### src/rtl/pll_freq_monitor_pkg.sv
`default_nettype none
// ============================================================================
//  Module      : pll_freq_mon_pkg
//  Description : Shared types and width helpers for the PLL frequency monitor.
//                Holds the window FSM state encoding and the functions that
//                size the window counter and the good-run counter.
//  Revision    : 1.0  initial release
// ============================================================================
package pll_freq_mon_pkg;

  typedef enum logic [1:0] {
    IDLE   = 2'd0,
    GATE   = 2'd1,
    UPDATE = 2'd2
  } mon_state_t;

  // Window counter only has to reach WINDOW_CYCLES-1.
  function automatic int win_cnt_width(input int window_cycles);
    return (window_cycles > 2) ? $clog2(window_cycles) : 1;
  endfunction

  // Good-run counter saturates at LOCK_COUNT.
  function automatic int run_cnt_width(input int lock_count);
    return (lock_count > 0) ? $clog2(lock_count + 1) : 1;
  endfunction

endpackage
`default_nettype wire

### src/rtl/pll_freq_monitor_edge_sync.sv
`default_nettype none
// ============================================================================
//  Module      : pll_clk_edge_sync
//  Description : Brings the asynchronous measured clock into the reference
//                domain through SYNC_STAGES flops, keeps one history flop and
//                produces a single-cycle rising-edge strobe.
//  Ports       : i_clk      reference clock
//                i_rst_n    asynchronous active-low reset
//                i_meas_clk clock under measurement (treated as data)
//                o_edge     one reference cycle per measured rising edge
//  Revision    : 1.0  initial release
// ============================================================================
module pll_clk_edge_sync #(
  parameter int SYNC_STAGES = 2
) (
  input  logic i_clk,
  input  logic i_rst_n,
  input  logic i_meas_clk,
  output logic o_edge
);

  logic [SYNC_STAGES-1:0] r_sync;
  logic                   r_hist;

  always_ff @(posedge i_clk or negedge i_rst_n) begin
    if (!i_rst_n) begin
      r_sync <= '0;
      r_hist <= 1'b0;
    end else begin
      r_sync <= {r_sync[SYNC_STAGES-2:0], i_meas_clk};
      r_hist <= r_sync[SYNC_STAGES-1];
    end
  end

  assign o_edge = r_sync[SYNC_STAGES-1] & ~r_hist;

endmodule
`default_nettype wire

### src/rtl/pll_freq_monitor.sv
`default_nettype none
// ============================================================================
//  Module      : pll_freq_monitor
//  Description : Counts rising edges of MEAS_CLK over fixed windows of
//                WINDOW_CYCLES reference cycles, flags whether each count is
//                inside [MIN_COUNT, MAX_COUNT], and qualifies LOCK after
//                LOCK_COUNT consecutive good windows.
//  Ports       : CLK, RESET_N          reference clock, async active-low reset
//                EN                    measurement enable
//                MEAS_CLK              clock under measurement
//                MIN_COUNT/MAX_COUNT   inclusive good range (quasi-static)
//                COUNT                 edge count of last completed window
//                COUNT_VALID           one-cycle pulse on result update
//                IN_RANGE, OVERFLOW    status of last completed window
//                LOCK                  frequency qualified
//                LOST                  one-cycle pulse when a bad window drops LOCK
//  Revision    : 1.0  initial release
// ============================================================================
module pll_freq_monitor
  import pll_freq_mon_pkg::*;
#(
  parameter int WINDOW_CYCLES = 1024,
  parameter int CNT_WIDTH     = 16,
  parameter int LOCK_COUNT    = 4,
  parameter int SYNC_STAGES   = 2
) (
  input  logic                 CLK,
  input  logic                 RESET_N,
  input  logic                 EN,
  input  logic                 MEAS_CLK,
  input  logic [CNT_WIDTH-1:0] MIN_COUNT,
  input  logic [CNT_WIDTH-1:0] MAX_COUNT,
  output logic [CNT_WIDTH-1:0] COUNT,
  output logic                 COUNT_VALID,
  output logic                 IN_RANGE,
  output logic                 OVERFLOW,
  output logic                 LOCK,
  output logic                 LOST
);

  localparam int c_win_w = win_cnt_width(WINDOW_CYCLES);
  localparam int c_run_w = run_cnt_width(LOCK_COUNT);

  localparam logic [c_win_w-1:0]   c_win_last = c_win_w'(WINDOW_CYCLES - 2);
  localparam logic [c_run_w-1:0]   c_lock_n   = c_run_w'(LOCK_COUNT);
  localparam logic [CNT_WIDTH-1:0] c_cnt_max  = '1;

  logic w_edge;

  mon_state_t           r_state, w_state_nxt;
  logic [c_win_w-1:0]   r_win,   w_win_nxt;
  logic [CNT_WIDTH-1:0] r_ecnt,  w_ecnt_nxt;
  logic                 r_ovf,   w_ovf_nxt;
  logic [c_run_w-1:0]   r_run,   w_run_nxt;
  logic [CNT_WIDTH-1:0] r_count, w_count_nxt;
  logic                 r_valid, w_valid_nxt;
  logic                 r_in,    w_in_nxt;
  logic                 r_ovfo,  w_ovfo_nxt;
  logic                 r_lock,  w_lock_nxt;
  logic                 r_lost,  w_lost_nxt;

  logic                 w_win_good;
  logic [c_run_w-1:0]   w_run_inc;

  pll_clk_edge_sync #(
    .SYNC_STAGES (SYNC_STAGES)
  ) u_edge_sync (
    .i_clk      (CLK),
    .i_rst_n    (RESET_N),
    .i_meas_clk (MEAS_CLK),
    .o_edge     (w_edge)
  );

  // A window whose counter saturated is never good, whatever MAX_COUNT is.
  assign w_win_good = !r_ovf && (MIN_COUNT <= r_ecnt) && (r_ecnt <= MAX_COUNT);
  assign w_run_inc  = (r_run == c_lock_n) ? r_run : r_run + 1'b1;

  always_ff @(posedge CLK or negedge RESET_N) begin
    if (!RESET_N) begin
      r_state <= IDLE;
      r_win   <= '0;
      r_ecnt  <= '0;
      r_ovf   <= 1'b0;
      r_run   <= '0;
      r_count <= '0;
      r_valid <= 1'b0;
      r_in    <= 1'b0;
      r_ovfo  <= 1'b0;
      r_lock  <= 1'b0;
      r_lost  <= 1'b0;
    end else begin
      r_state <= w_state_nxt;
      r_win   <= w_win_nxt;
      r_ecnt  <= w_ecnt_nxt;
      r_ovf   <= w_ovf_nxt;
      r_run   <= w_run_nxt;
      r_count <= w_count_nxt;
      r_valid <= w_valid_nxt;
      r_in    <= w_in_nxt;
      r_ovfo  <= w_ovfo_nxt;
      r_lock  <= w_lock_nxt;
      r_lost  <= w_lost_nxt;
    end
  end

  always_comb begin
    w_state_nxt = r_state;
    w_win_nxt   = r_win;
    w_ecnt_nxt  = r_ecnt;
    w_ovf_nxt   = r_ovf;
    w_run_nxt   = r_run;
    w_count_nxt = r_count;
    w_valid_nxt = 1'b0;
    w_in_nxt    = r_in;
    w_ovfo_nxt  = r_ovfo;
    w_lock_nxt  = r_lock;
    w_lost_nxt  = 1'b0;

    case (r_state)
      IDLE: begin
        // The enabling cycle's edge is the first sample of the window.
        if (EN) begin
          w_state_nxt = GATE;
          w_win_nxt   = '0;
          w_ecnt_nxt  = {{(CNT_WIDTH-1){1'b0}}, w_edge};
          w_ovf_nxt   = 1'b0;
        end
      end

      GATE: begin
        if (!EN) begin
          // Abandoned window: results hold, qualification restarts.
          w_state_nxt = IDLE;
          w_lock_nxt  = 1'b0;
          w_run_nxt   = '0;
        end else begin
          w_win_nxt = r_win + 1'b1;
          if (w_edge) begin
            if (r_ecnt == c_cnt_max) begin
              w_ovf_nxt = 1'b1;
            end else begin
              w_ecnt_nxt = r_ecnt + 1'b1;
            end
          end
          if (r_win == c_win_last) begin
            w_state_nxt = UPDATE;
          end
        end
      end

      UPDATE: begin
        w_count_nxt = r_ecnt;
        w_ovfo_nxt  = r_ovf;
        w_in_nxt    = w_win_good;
        w_valid_nxt = 1'b1;
        if (w_win_good) begin
          w_run_nxt = w_run_inc;
          if (w_run_inc == c_lock_n) begin
            w_lock_nxt = 1'b1;
          end
        end else begin
          w_run_nxt = '0;
          if (r_lock) begin
            w_lock_nxt = 1'b0;
            w_lost_nxt = 1'b1;
          end
        end
        // This cycle's edge opens the next window so windows abut exactly.
        if (EN) begin
          w_state_nxt = GATE;
          w_win_nxt   = '0;
          w_ecnt_nxt  = {{(CNT_WIDTH-1){1'b0}}, w_edge};
          w_ovf_nxt   = 1'b0;
        end else begin
          w_state_nxt = IDLE;
        end
      end

      default: begin
        w_state_nxt = IDLE;
      end
    endcase
  end

  assign COUNT       = r_count;
  assign COUNT_VALID = r_valid;
  assign IN_RANGE    = r_in;
  assign OVERFLOW    = r_ovfo;
  assign LOCK        = r_lock;
  assign LOST        = r_lost;

endmodule
`default_nettype wire

### config.mk
export PLATFORM = sky130hd
export DESIGN_NAME = pll_freq_monitor
export DESIGN_NICKNAME = d
export VERILOG_FILES = /design/src/rtl/pll_freq_monitor_pkg.sv /design/src/rtl/pll_freq_monitor_edge_sync.sv /design/src/rtl/pll_freq_monitor.sv
export SDC_FILE = /design/constraint.sdc
export NUM_CORES = 1
export LEC_CHECK = 0
export CORE_MARGIN = 8
export CORE_UTILIZATION = 32
export DETAILED_ROUTE_END_ITERATION = 10
export HOLD_SLACK_MARGIN = 0.05
export SLEW_MARGIN = 20
export SYNTH_ARGS = -nofsm -noshare
export SYNTH_HDL_FRONTEND = slang
export SYNTH_SLANG_ARGS = --single-unit
### constraint.sdc
create_clock -name CLK -period 2.8 [get_ports CLK]
set_clock_uncertainty 0.05 [all_clocks]
set_input_delay 0.84 -clock CLK [delete_from_list [all_inputs] [get_ports CLK]]
set_output_delay 0.84 -clock CLK [all_outputs]
set_load 0.05 [all_outputs]
==> flow_metrics.tcl <==
set metrics [dict create \
    wl_mm 8.62 \
    criticalPathCategory "in2reg" \
    worst_pin_slew_ns 0.633 \
    drtAntennaViolNets 0 \
    pre_cts_ws_ns -0.562 \
    ys_seq_elements 56 \
    critPathArrivalTime_ns 2.92 \
    hold_buffers 0 \
    via_per_inst 4.91 \
    antenna_cells 0 \
    ys_warn_count 0 \
    cts.path.max_buffers 2 \
    period_needed_ns 2.74 \
    insertion_delay_ns 0.31 \
    rows 37 \
    final_nets 515 \
    dieArea_sq_um 13900 \
    timing.rr.start "r_ecnt[7]" \
    die_x_microns 118 \
    area_delta_synth_final_pct 40.2 \
    ys_seq_area_share_pct 42.1 \
    max_cap_violations 0 \
    yosysTopAreaCellShare_pct 42.1 \
    first_iter_violations 116 \
    synthTopCellsByArea "dfrtp_1 42%, ha_1 14%, o21ai_0 5.3%" \
    hp-start "u_edge_sync.r_sync[0]" \
    syn_inst 364 \
    grt_pass1_wl_mm 14.2 \
    ir_drop_v 0.000292 \
    cts_root_buffer "clkbuf_8" \
    fill_cells 988 \
    power_density_nw_per_um2 358 \
    syn_nets 437 \
    cts_tree "built" \
    synth_edf_count 0 \
    synthesis.area_sq_um 3330 \
    placed_area_sq_um 4170 \
    wire_per_inst_microns 14.9 \
    gp_congestion 0.783 \
    final_common_cell "dfrtp_1" \
    yosysTopAreaCell "dfrtp_1" \
    ys_types 44 \
    min_path_type "reg2reg" \
    core-area_sq_um 10200 \
    post-dp-hpwl_mm 6.52 \
    num_io_pins 57 \
    fmax_mhz 365 \
    setup_violations 0 \
    die_y_microns 118 \
    vias 2843 \
    cts.sinks 56 \
    cts_buffers 5 \
    start_kind "primary input" \
    grt.total_usage_pct 12.4 \
    floorplan.initialDensity_pct 32.5 \
    final_cell_mix "56 x dfrtp_1, 46 x nand2_1, 34 x o21ai_0, 34 x clkdlybuf4s50_1, 29 x inv_1" \
    leakagePower_nw 2.12 \
    antenna_found_initial 0 \
    setup_slack_ns 0.0596 \
    overflow 0 \
    async_reset_ff_share_pct 100 \
    finalCritPeriodShare_pct 97.9 \
    clkSlewWorstSetupHoldPaths_ns 0.10 \
    crit_fanout 6 \
    end_kind "register" \
    slew_headroom_pct 57.6 \
    design_area_sq_um 4660 \
    grt_max_degree 40 \
    slew_violations 0 \
    htree_levels 2 \
    status "completed" \
    whs_ns 0.315 \
    synth_ff_type "dfrtp_1" \
    hold_violations 0 \
    portBuffers 56 \
    required_ns 2.98 \
    grt_pass1_vias 2884 \
    drive_gt1_share_pct 19.6 \
    crit_start "MIN_COUNT[15]" \
    avgSynthCellArea_sq_um 9.14 \
    drc 0 \
    dr.pass1.iters 4 \
]
-- cells by family (layout without fill, tap and decap cells) --
family,after synthesis,after routing,synth area share [%]
buffers and inverters,47,126,5.30
muxes,2,2,0.602
xor gates and xnor gates,11,11,2.90
and+or+nand+nor,127,127,19.4
adders and majority gates,37,37,13.9
DFF,56,56,42.1
AOI/OAI and AO/OA,84,84,15.8
-- power by group --
part | internal [mW] | switching (mW) | leakage, nW
clock | 0.266 | 0.264 | 0.0552
sequential | 0.832 | 0.0348 | 0.761
combinational | 0.138 | 0.133 | 1.31
-- Yosys cell counts (3+ instances only) --
cell type / count
ha_1: 37
o31ai_1: 4
o31ai_2: 3
nor3_1: 6
xnor2_1: 11
nor2b_1: 6
nand4_1: 10
nand3_1: 11
clkbuf_1: 8
and3_1: 7
dfrtp_1: 56
o21ai_0: 35
a21oi_1: 23
inv_1: 39
nor2_1: 23
and4_1: 4
nand2_1: 46
-- flip-flops by register name, indices dropped and copies added (netlist names) --
name / flops
r_run: 3
u_edge_sync.r_hist: 1
COUNT: 16
r_state: 2
IN_RANGE: 1
LOCK: 1
u_edge_sync.r_sync: 2
r_win: 10
LOST: 1
r_ovf: 1
COUNT_VALID: 1
OVERFLOW: 1
r_ecnt: 16
-- worst paths after layout --
path	endpoint	slack, ns	cells after the start
max in group asynchronous	r_run[0]	1.92	2
worst min register to register	u_edge_sync.r_sync[1]	0.32	0
worst min-delay path	u_edge_sync.r_sync[1]	0.32	0
worst max register to register	r_run[2]	0.24	8
min in group asynchronous	r_ecnt[6]	0.47	2
worst max-delay path	r_run[2]	0.06	7
-- critical path: stages --
cell	delay, ns
dlygate4sd2_1	0.27
ha_4	0.26
a211oi_2	0.21
o221ai_1	0.13
or4_1	0.54
a221o_2	0.45
o31ai_2	0.22
-- metal layers --
metal | track usage (%) | part of all wire (%) | wire [microns] | vias to the layer above
met5 | 0 | 0 | 0 | -
met4 | 4.24 | 1.8 | 152 | 0
met3 | 2.54 | 4.8 | 418 | 9
met2 | 19.4 | 45 | 3850 | 60
met1 | 16.5 | 49 | 4200 | 1343
li1 | - | - | - | 1431
-- stage by stage --
stage	power [mW]	utilization (%)	TNS, ns	cells
6_report	1.67	45.6	0	579
5_1_grt	1.75	45.6	-0.0206	579
4_1_cts	1.66	42.7	0	577
3_5_place_dp	1.12	40.7	-3.07	567
2_1_floorplan	0.986	-	0	364
3_3_place_gp	1.11	40.7	-2.60	567
-- repair_timing --
item,in CTS,in global routing
gates resized for setup,17,53
setup endpoints to repair,6,6
pin swaps,17,31
buffers inserted,2,2
-- area by class of cell --
cell class | instances | area [sq um] | area share (%)
Tap cell | 136 | 170 | 3.65
Clock buffer | 6 | 72.6 | 1.56
Timing Repair Buffer | 79 | 766 | 16.4
Inverter | 39 | 146 | 3.14
Sequential cell | 56 | 1400 | 30.0
Clock inverter | 2 | 35.0 | 0.751
Multi-Input combinational cell | 261 | 2070 | 44.4
(Power assumes the default switching activity.)
